[src/rtl/buzzer_pkg.sv]
// Shared state encodings and beep-pattern table for the buzzer sequencer.
// Each pattern is defined by (beeps, on units, gap units).
package buzzer_pkg;

    typedef enum logic [1:0] {
        IDLE = 2'd0,
        ON   = 2'd1,
        GAP  = 2'd2,
        DONE = 2'd3
    } state_t;

    function automatic logic [2:0] pat_beeps(input logic [1:0] sel);
        logic [2:0] v;
        case (sel)
            2'd0:    v = 3'd1;
            2'd1:    v = 3'd2;
            2'd2:    v = 3'd3;
            default: v = 3'd4;
        endcase
        return v;
    endfunction

    function automatic logic [2:0] pat_on_units(input logic [1:0] sel);
        logic [2:0] v;
        case (sel)
            2'd0:    v = 3'd2;
            2'd1:    v = 3'd1;
            2'd2:    v = 3'd1;
            default: v = 3'd4;
        endcase
        return v;
    endfunction

    function automatic logic [2:0] pat_gap_units(input logic [1:0] sel);
        logic [2:0] v;
        case (sel)
            2'd0:    v = 3'd0;
            2'd1:    v = 3'd1;
            2'd2:    v = 3'd1;
            default: v = 3'd4;
        endcase
        return v;
    endfunction

endpackage

[src/rtl/unit_timer.sv]
// Counts units*UNIT_CYCLES clock cycles after a load and pulses expire on the
// last cycle of the interval; the counter saturates instead of wrapping.
module unit_timer #(
    parameter int unsigned UNIT_CYCLES = 5000000
) (
    input  logic       clk,
    input  logic       rst,
    input  logic       load,
    input  logic [2:0] units,
    output logic       expire
);

    localparam int unsigned CW = $clog2(4 * UNIT_CYCLES + 1);

    logic [CW-1:0] count;
    logic [CW-1:0] target;

    assign target = CW'(units) * CW'(UNIT_CYCLES);

    always_comb begin
        expire = 1'b0;
        if (target == '0) begin
            expire = 1'b1;
        end else if (count == target - CW'(1)) begin
            expire = 1'b1;
        end
    end

    always_ff @(posedge clk or negedge rst) begin
        if (!rst) begin
            count <= '0;
        end else if (load) begin
            count <= '0;
        end else if (count != '1) begin
            count <= count + CW'(1);
        end
    end

endmodule

[src/rtl/buzzer_sequencer.sv]
// Plays one of four beep patterns on an active buzzer: ON/GAP intervals timed
// by unit_timer, with abort via stop and a one-cycle done pulse on completion.
module buzzer_sequencer
    import buzzer_pkg::*;
#(
    parameter int unsigned UNIT_CYCLES = 5000000
) (
    input  logic       clk,
    input  logic       rst,
    input  logic       start,
    input  logic [1:0] pattern,
    input  logic       stop,
    output logic       buzzer,
    output logic       busy,
    output logic       done
);

    state_t     state, state_next;
    logic [1:0] pat_q;
    logic [2:0] beep_cnt;
    logic [2:0] units;
    logic       accept;
    logic       load;
    logic       expire;

    assign accept = (state == IDLE) && start && !stop;

    unit_timer #(
        .UNIT_CYCLES(UNIT_CYCLES)
    ) u_timer (
        .clk   (clk),
        .rst   (rst),
        .load  (load),
        .units (units),
        .expire(expire)
    );

    always_ff @(posedge clk or negedge rst) begin
        if (!rst) begin
            state <= IDLE;
        end else begin
            state <= state_next;
        end
    end

    // The timer restarts from zero on every state change, so each ON/GAP
    // interval is measured from its own first cycle.
    always_comb begin
        state_next = state;
        buzzer     = 1'b0;
        busy       = 1'b0;
        done       = 1'b0;
        units      = (state == GAP) ? pat_gap_units(pat_q) : pat_on_units(pat_q);
        case (state)
            IDLE: begin
                if (accept) begin
                    state_next = ON;
                end
            end
            ON: begin
                buzzer = 1'b1;
                busy   = 1'b1;
                if (stop) begin
                    state_next = IDLE;
                end else if (expire) begin
                    state_next = (beep_cnt > 3'd1) ? GAP : DONE;
                end
            end
            GAP: begin
                busy = 1'b1;
                if (stop) begin
                    state_next = IDLE;
                end else if (expire) begin
                    state_next = ON;
                end
            end
            DONE: begin
                done       = 1'b1;
                state_next = IDLE;
            end
            default: begin
                state_next = IDLE;
            end
        endcase
        load = (state_next != state);
    end

    always_ff @(posedge clk or negedge rst) begin
        if (!rst) begin
            pat_q    <= '0;
            beep_cnt <= '0;
        end else if (accept) begin
            pat_q    <= pattern;
            beep_cnt <= pat_beeps(pattern);
        end else if (state == GAP && !stop && expire && beep_cnt != '0) begin
            beep_cnt <= beep_cnt - 3'd1;
        end
    end

endmodule

[config.mk]
export PLATFORM = sky130hd
export DESIGN_NAME = buzzer_sequencer
export DESIGN_NICKNAME = d
export VERILOG_FILES = /design/src/rtl/buzzer_pkg.sv /design/src/rtl/unit_timer.sv /design/src/rtl/buzzer_sequencer.sv
export SDC_FILE = /design/constraint.sdc
export NUM_CORES = 1
export LEC_CHECK = 0
export ABC_AREA = 1
export CAP_MARGIN = 20
export CORE_UTILIZATION = 45
export CTS_BUF_LIST = sky130_fd_sc_hd__clkbuf_8
export DETAILED_ROUTE_END_ITERATION = 8
export PLACE_DENSITY_LB_ADDON = 0.08
export SKIP_CTS_REPAIR_TIMING = 1
export SYNTH_ARGS = -nofsm -noshare
export SYNTH_HDL_FRONTEND = slang
export SYNTH_SLANG_ARGS = --single-unit
[constraint.sdc]
create_clock -name clk -period 4.6 [get_ports clk]
set_input_delay 0.46 -clock clk [delete_from_list [all_inputs] [get_ports clk]]
set_output_delay 0.46 -clock clk [all_outputs]
set_load 0.005 [all_outputs]
# Yosys cells after proc, flatten, opt, wreduce, memory -nomap -nowiden
# Cells that the tools add are included.
# totals
mem_count	0
input_bits	6
ff_bits	32
romBits	0
ramBits	0
latch_bits	0
output_inout_bits	3
wordCells	54
# op_classes
n_lt_le_gt_ge	1
n_mul	1
n_reduce_logical	15
n_mux	20
shifts	0
addsub	3
eq_ne	10
bitwise	0
div	0
# op_table
operator	n
$mux W25	2
$add A25 B1 Y25 const B	1
$eq A25 B25 Y1	1
$logic_not A25 Y1	1
$ne A25 B25 Y1 const B	1
$sub A25 B1 Y25 const B	1
$mul A3 B17 Y19 const B	1
$pmux W3 S2	2
$mux W2	5
$mux W3	3
$pmux W3 S3	1
$eq A2 B2 Y1 const B	4
$pmux W2 S4	1
$eq A2 B1 Y1 const B	3
$logic_not A2 Y1	3
$mux W1	6
$logic_and A1 B1 Y1	5
$reduce_bool A2 Y1	2
$reduce_or A2 Y1	2
$gt A3 B1 Y1 const B	1
$reduce_bool A3 Y1	1
$sub A3 B1 Y3 const B	1
$ne A2 B2 Y1	1
$logic_not A1 Y1	1

# Depth between registers and ports, before layout
# logic_depth
depth_word	14
mapped_depth	29
depth_no_buf	28

# Hierarchy
# Synthesis repeated with hierarchy kept, for this count alone.
# hier_totals
hier_cells	482
hier_area_um2	3190.6
# by_module_without_submodules
module	seq_area_each_um2	area_per_inst_um2	instances	cells_each
unit_timer	625.6	2606.2	1	410
buzzer_sequencer	175.2	584.3	1	72

# Worst setup path after synthesis
# OpenSTA, ideal clock, no wires.
# synth_timing
path_kind	register to register
from	register pat_q[0]
to	register u_timer.count[2]
t_required_ns	4.472
setup_ns	0.128
n_path_buf	2
period_less_slack_ns	3.624
path_stages_with_launch	26
slack_ns	0.976
arrival_ns	3.497
path_cell_list	dfrtp_1 > inv_1 > ha_1 > inv_2 > buf_6 > ha_1 > nand3_4 > inv_1 > fa_1 > nor2_4 > nand3_4 > nand2_4 > nand3_2 > nand2_1 > inv_1 > nor3_1 > nand4_1 > nand2_1 > nand2_1 > nand2_1 > nand2_1 > nand2_2 > nand3_1 > nand3_4 > buf_12 > nor2_4
# synth_between
elab_chain_len	14
elab_cells_between_ends	21
classes_between	add/sub: 1; mul: 1; eq/ne: 4; mux: 11; reduce/logical: 4
# synth_rtl
element	line	rtl
from (decl)	buzzer_sequencer.sv:19	logic [1:0] pat_q;
from (signal assigned)	buzzer_sequencer.sv:93	pat_q <= pattern;
$eq A2 B2 Y1 / $eq A2 B1 Y1 (equally long branches)	buzzer_pkg.sv:25, buzzer_pkg.sv:36	
$reduce_or A2 Y1 (no source line)	-	
$pmux W3 S2, on equally long branches	buzzer_pkg.sv:25, buzzer_pkg.sv:36	
$mux W3 *	buzzer_sequencer.sv:53	units = (state == GAP) ? pat_gap_units(pat_q) : pat_on_units(pat_q);
$mul A3 B17 Y19 *	unit_timer.sv:18	assign target = CW'(units) * CW'(UNIT_CYCLES);
$sub A25 B1 Y25	unit_timer.sv:24	end else if (count == target - CW'(1)) begin
$eq A25 B25 Y1	unit_timer.sv:24	
$mux W1	unit_timer.sv:24	
$mux W1 *	unit_timer.sv:22	if (target == '0) begin
$mux W2, on equally long branches	buzzer_sequencer.sv:73, buzzer_sequencer.sv:65	
$mux W2, on equally long branches	buzzer_sequencer.sv:71, buzzer_sequencer.sv:63	
$pmux W2 S4 *	buzzer_sequencer.sv:54	case (state)
$ne A2 B2 Y1 *	buzzer_sequencer.sv:85	load = (state_next != state);
$mux W25 / $reduce_bool A2 Y1 (equally long branches)	-	
to (signal assigned)	unit_timer.sv:35	count <= count + CW'(1);
to (decl)	unit_timer.sv:15	logic [CW-1:0] count;
# Every way passes the cells marked *; elsewhere a longest branch is shown, timed or not.
# A chain may end at the register's enable or synchronous reset.

# Worst setup path in the final report
# layout_timing
from	register state[0]
to	register u_timer.count[14]
# layout_between
elab_chain_len	12
elab_cells_between_ends	22
classes_between	add/sub: 1; mul: 1; eq/ne: 5; mux: 10; reduce/logical: 5
# layout_rtl
element	line	rtl
from (decl)	buzzer_sequencer.sv:18	state_t state, state_next;
from (signal assigned)	buzzer_sequencer.sv:42	state <= state_next;
$eq A2 B2 Y1	buzzer_sequencer.sv:53, buzzer_sequencer.sv:54	
$mux W3	buzzer_sequencer.sv:53	
$mul A3 B17 Y19	unit_timer.sv:18	
$sub A25 B1 Y25	unit_timer.sv:24	
$eq A25 B25 Y1	unit_timer.sv:24	
$mux W1	unit_timer.sv:24	
$mux W1	unit_timer.sv:22	
$mux W2, on equally long branches	buzzer_sequencer.sv:73, buzzer_sequencer.sv:65	
$mux W2, on equally long branches	buzzer_sequencer.sv:71, buzzer_sequencer.sv:63	
$pmux W2 S4	buzzer_sequencer.sv:54	
$ne A2 B2 Y1 *	buzzer_sequencer.sv:85	
$mux W25 / $reduce_bool A2 Y1 (equally long branches)	-	
# Marked as above.

==> impl_results.md <==
* Status: finished clean
* Main combinational cell family by area after synthesis: simple AND/OR/NAND/NOR gates
* Number of iterations in the first detailed-routing pass at 5
* First-pass GRT wire length at 12600 um
* Cell count after synthesis at 436
* Syn Area/Cell at 7.33 um2
* Actual slew at the worst max-slew pin at 0.422 ns
* Crit path max fanout at 25
* Yosys reg bits at 32
* Worst Setup End Kind: flip-flop
* Core area at 0.00683 mm2
* Sequential element share of the synthesized area at 25.1%
* Clock latency at the later pin of the worst-skew pair at 0.28 ns
* Vias in the first global route at 2578
* Synth unique cells at 39
* Initial antenna violation count at 0
* CTS tree: yes
* Wire per inst at 13.4 um
* WHS Path Cells at 2
* Slew HR at 71.9%
* Skew final at 0.00278 ns
* Share of layout cells above drive strength 1 at 18.2%
* Hold crit path type: reg2reg
* Period minus WS final at 4.10 ns
* Max Cap Viol at 0
* Top post-synthesis cells by area: dfrtp_1 25%, nand2_1 12%, nor2_4 8.1%, ha_1 6.7%, inv_1 6.5%
* Share of the synthesized area in the top cell type at 25.1%
* WP data arrival at 4.26 ns
* Grt ovf at 0
* Max Freq at 244 MHz
* Top FF cell, synth: dfrtp_1
* Total CTS buffers at 5
* Top Ports at 9
* Crit start category: flip-flop
* Overall routing resource usage at 21.9%
* Clock sink count at 32
* Syn-to-layout area delta at 7.09%
* Largest net degree at the start of global routing at 33
* Crit share post-route at 89.1%
* Nets at 470
* DRT iter0 DRCs at 134
* Clock buffer depth at 2
* Ys async rst share at 100%
* Die Ht at 86.3 um
* Peak VDD IR at 0.238 mV
* Post-synthesis mux area share at 0.313%
* Via count at 2672
* Complex-gate fraction of the synthesized area at 4.07%
* Post-Synth Adder-Cell Area at 7.29%
* Root buffer cell: clkbuf_8
* H-tree depth reported by CTS at 2
* Hold_ws at 0.546 ns
* Mapped Area at 0.00319 mm2
* Port Buffer Count at 8
* RSZ-0062 raised after global routing: false
* Depth of the most critical reg-to-reg path at 25
* DRT Wirelength at 7280 um
* Largest area contributor in the netlist: dfrtp_1
* Synth Area in Simple Gates at 45.7%
* EDFF count, synth at 0
* Die W at 86.3 um
* Post-Route Setup TNS at 0 ns
* Ys Warns at 0
* Vias/cell at 4.93
* GP Congestion at 0.966
* Final setup violating endpoints at 0
* Net count after synthesis at 460
* # diodes at 0
* Row Count at 30
* LEAKAGE at 1.56 nW
* WS Path Type: reg2reg
* Worst-path clk slew at 0.07 ns
* Die Area at 0.00744 mm2
* Initial Util at 46.8%
* Post-Synth XOR/XNOR Area at 7.13%
* PD cells at 563 mW/mm2
* Detail Route Antenna Nets at 0
* Final Max Tran Viols at 0
* HPWL after detailed placement at 5770 um
* Fin. Hold Viols at 0
* Worst Path Required at 4.76 ns
* DRC at 0
[cell usage in the layout, fill, tap and decap left out, types with 2 or more instances in the layout]
cell               n
dfrtp_1           32
xor2_1            18
nand3_1           37
clkdlybuf4s50_1    8
nand2_2           18
nor2_4            23
inv_2              3
buf_4              3
nor2_1            40
nor2_2             3
nand3_4            3
nand4_1            9
inv_1             55
nand3_2            9
clkinv_2           2
nand2_4            4
ha_1              17
nor3_1             9
xnor2_1            8
a21oi_1            6
nand2_1          104
clkbuf_8           5
o21ai_0           12
clkinv_1           2
o211ai_1           2
[layer usage]
layer,GRT usage (%),routed length [um],share of wire (%),vias to the layer above
li1,-,-,-,1391
met1,33.5,3810,52,1220
met2,32.4,3090,42,57
met3,2.95,352,4.8,4
met4,5.00,30,0.41,0
met5,0,0,0,-
[through the flow]
stage | instances | utilization, % | instance area (um2) | power, W | setup WS (ns)
after floorplan | 436 | - | 3190 | 0.00151 | 0.976
after global placement | 535 | 48.9 | 3340 | 0.00171 | 0.507
after detailed placement | 535 | 48.9 | 3340 | 0.00171 | 0.518
after CTS | 542 | 50.1 | 3420 | 0.00193 | 0.480
after global routing | 542 | 50.1 | 3420 | 0.00211 | 0.200
final | 542 | 50.1 | 3420 | 0.00193 | 0.504
[state kept, by name, summed over array words and instances, names as in the netlist]
register	cells
u_timer.count	25
beep_cnt	3
pat_q	2
state	2
[cell type report]
cell class                      instances  area [um2]
Clock inverter                          2        12.5
Clock buffer                            5        68.8
Timing Repair Buffer                   12         123
Inverter                               62         236
Sequential cell                        32         801
Multi-Input combinational cell        333        2060
Fill cell                             709        3410
Tap cell                               96         120
[worst paths after layout]
check / startpoint / endpoint / slack, ns
max in group asynchronous: rst / state[1]$_DFF_PN0_ / 3.72
worst max register to register: state[0]$_DFF_PN0_ / u_timer.count[14]$_DFFE_PN0P_ / 0.50
worst max-delay path: state[0]$_DFF_PN0_ / u_timer.count[14]$_DFFE_PN0P_ / 0.50
worst min register to register: pat_q[1]$_DFFE_PN0P_ / pat_q[1]$_DFFE_PN0P_ / 0.55
min in group asynchronous: rst / u_timer.count[2]$_DFFE_PN0P_ / 0.57
worst min-delay path: pat_q[1]$_DFFE_PN0P_ / pat_q[1]$_DFFE_PN0P_ / 0.55
[worst max-delay path, stage by stage, from the launching register on]
cell and delay [ns]:
dfrtp_1 0.42, inv_1 0.12, ha_1 0.29, inv_2 0.14
nand2_4 0.08, ha_1 0.36, nand3_4 0.11, inv_1 0.05
fa_1 0.48, nor2_4 0.20, nand3_4 0.13, nand2_4 0.10
nand3_2 0.09, nand2_1 0.13, inv_1 0.05, nor3_1 0.17
nand4_1 0.11, nand2_1 0.09, nand2_1 0.07, nand2_1 0.07
nand2_1 0.06, nand2_2 0.07, nand3_1 0.11, nand3_4 0.12
buf_12 0.25, nor2_1 0.07
[synth_stat cells (2+ instances only)]
master,count
nand2_1,104
inv_1,55
nor2_1,40
nand3_1,37
dfrtp_1,32
nor2_4,23
nand2_2,18
xor2_1,18
ha_1,17
o21ai_0,12
nand3_2,9
nand4_1,9
nor3_1,9
xnor2_1,8
a21oi_1,6
nand2_4,4
buf_6,3
inv_2,3
nand3_4,3
nor2_2,3
buf_12,2
buf_4,2
clkinv_1,2
o211ai_1,2
[cells by family (layout without fill, tap and decap cells)]
family / after synthesis / in the layout
mux: 1 / 1
flops: 32 / 32
buf+inv: 71 / 81
compound gates: 23 / 23
xor+xnor: 26 / 26
simple gates: 265 / 265
fa+ha+maj: 18 / 18
[where the power goes]
part           switching, W  leakage (nW)  internal (W)  total [W]
sequential        0.0000312         0.434      0.000319   0.000350
combinational      0.000936          1.09      0.000431    0.00137
clock              0.000105        0.0400      0.000102   0.000208
total               0.00107          1.56      0.000852    0.00193
No activity file was read; power rests on OpenSTA's default activity.
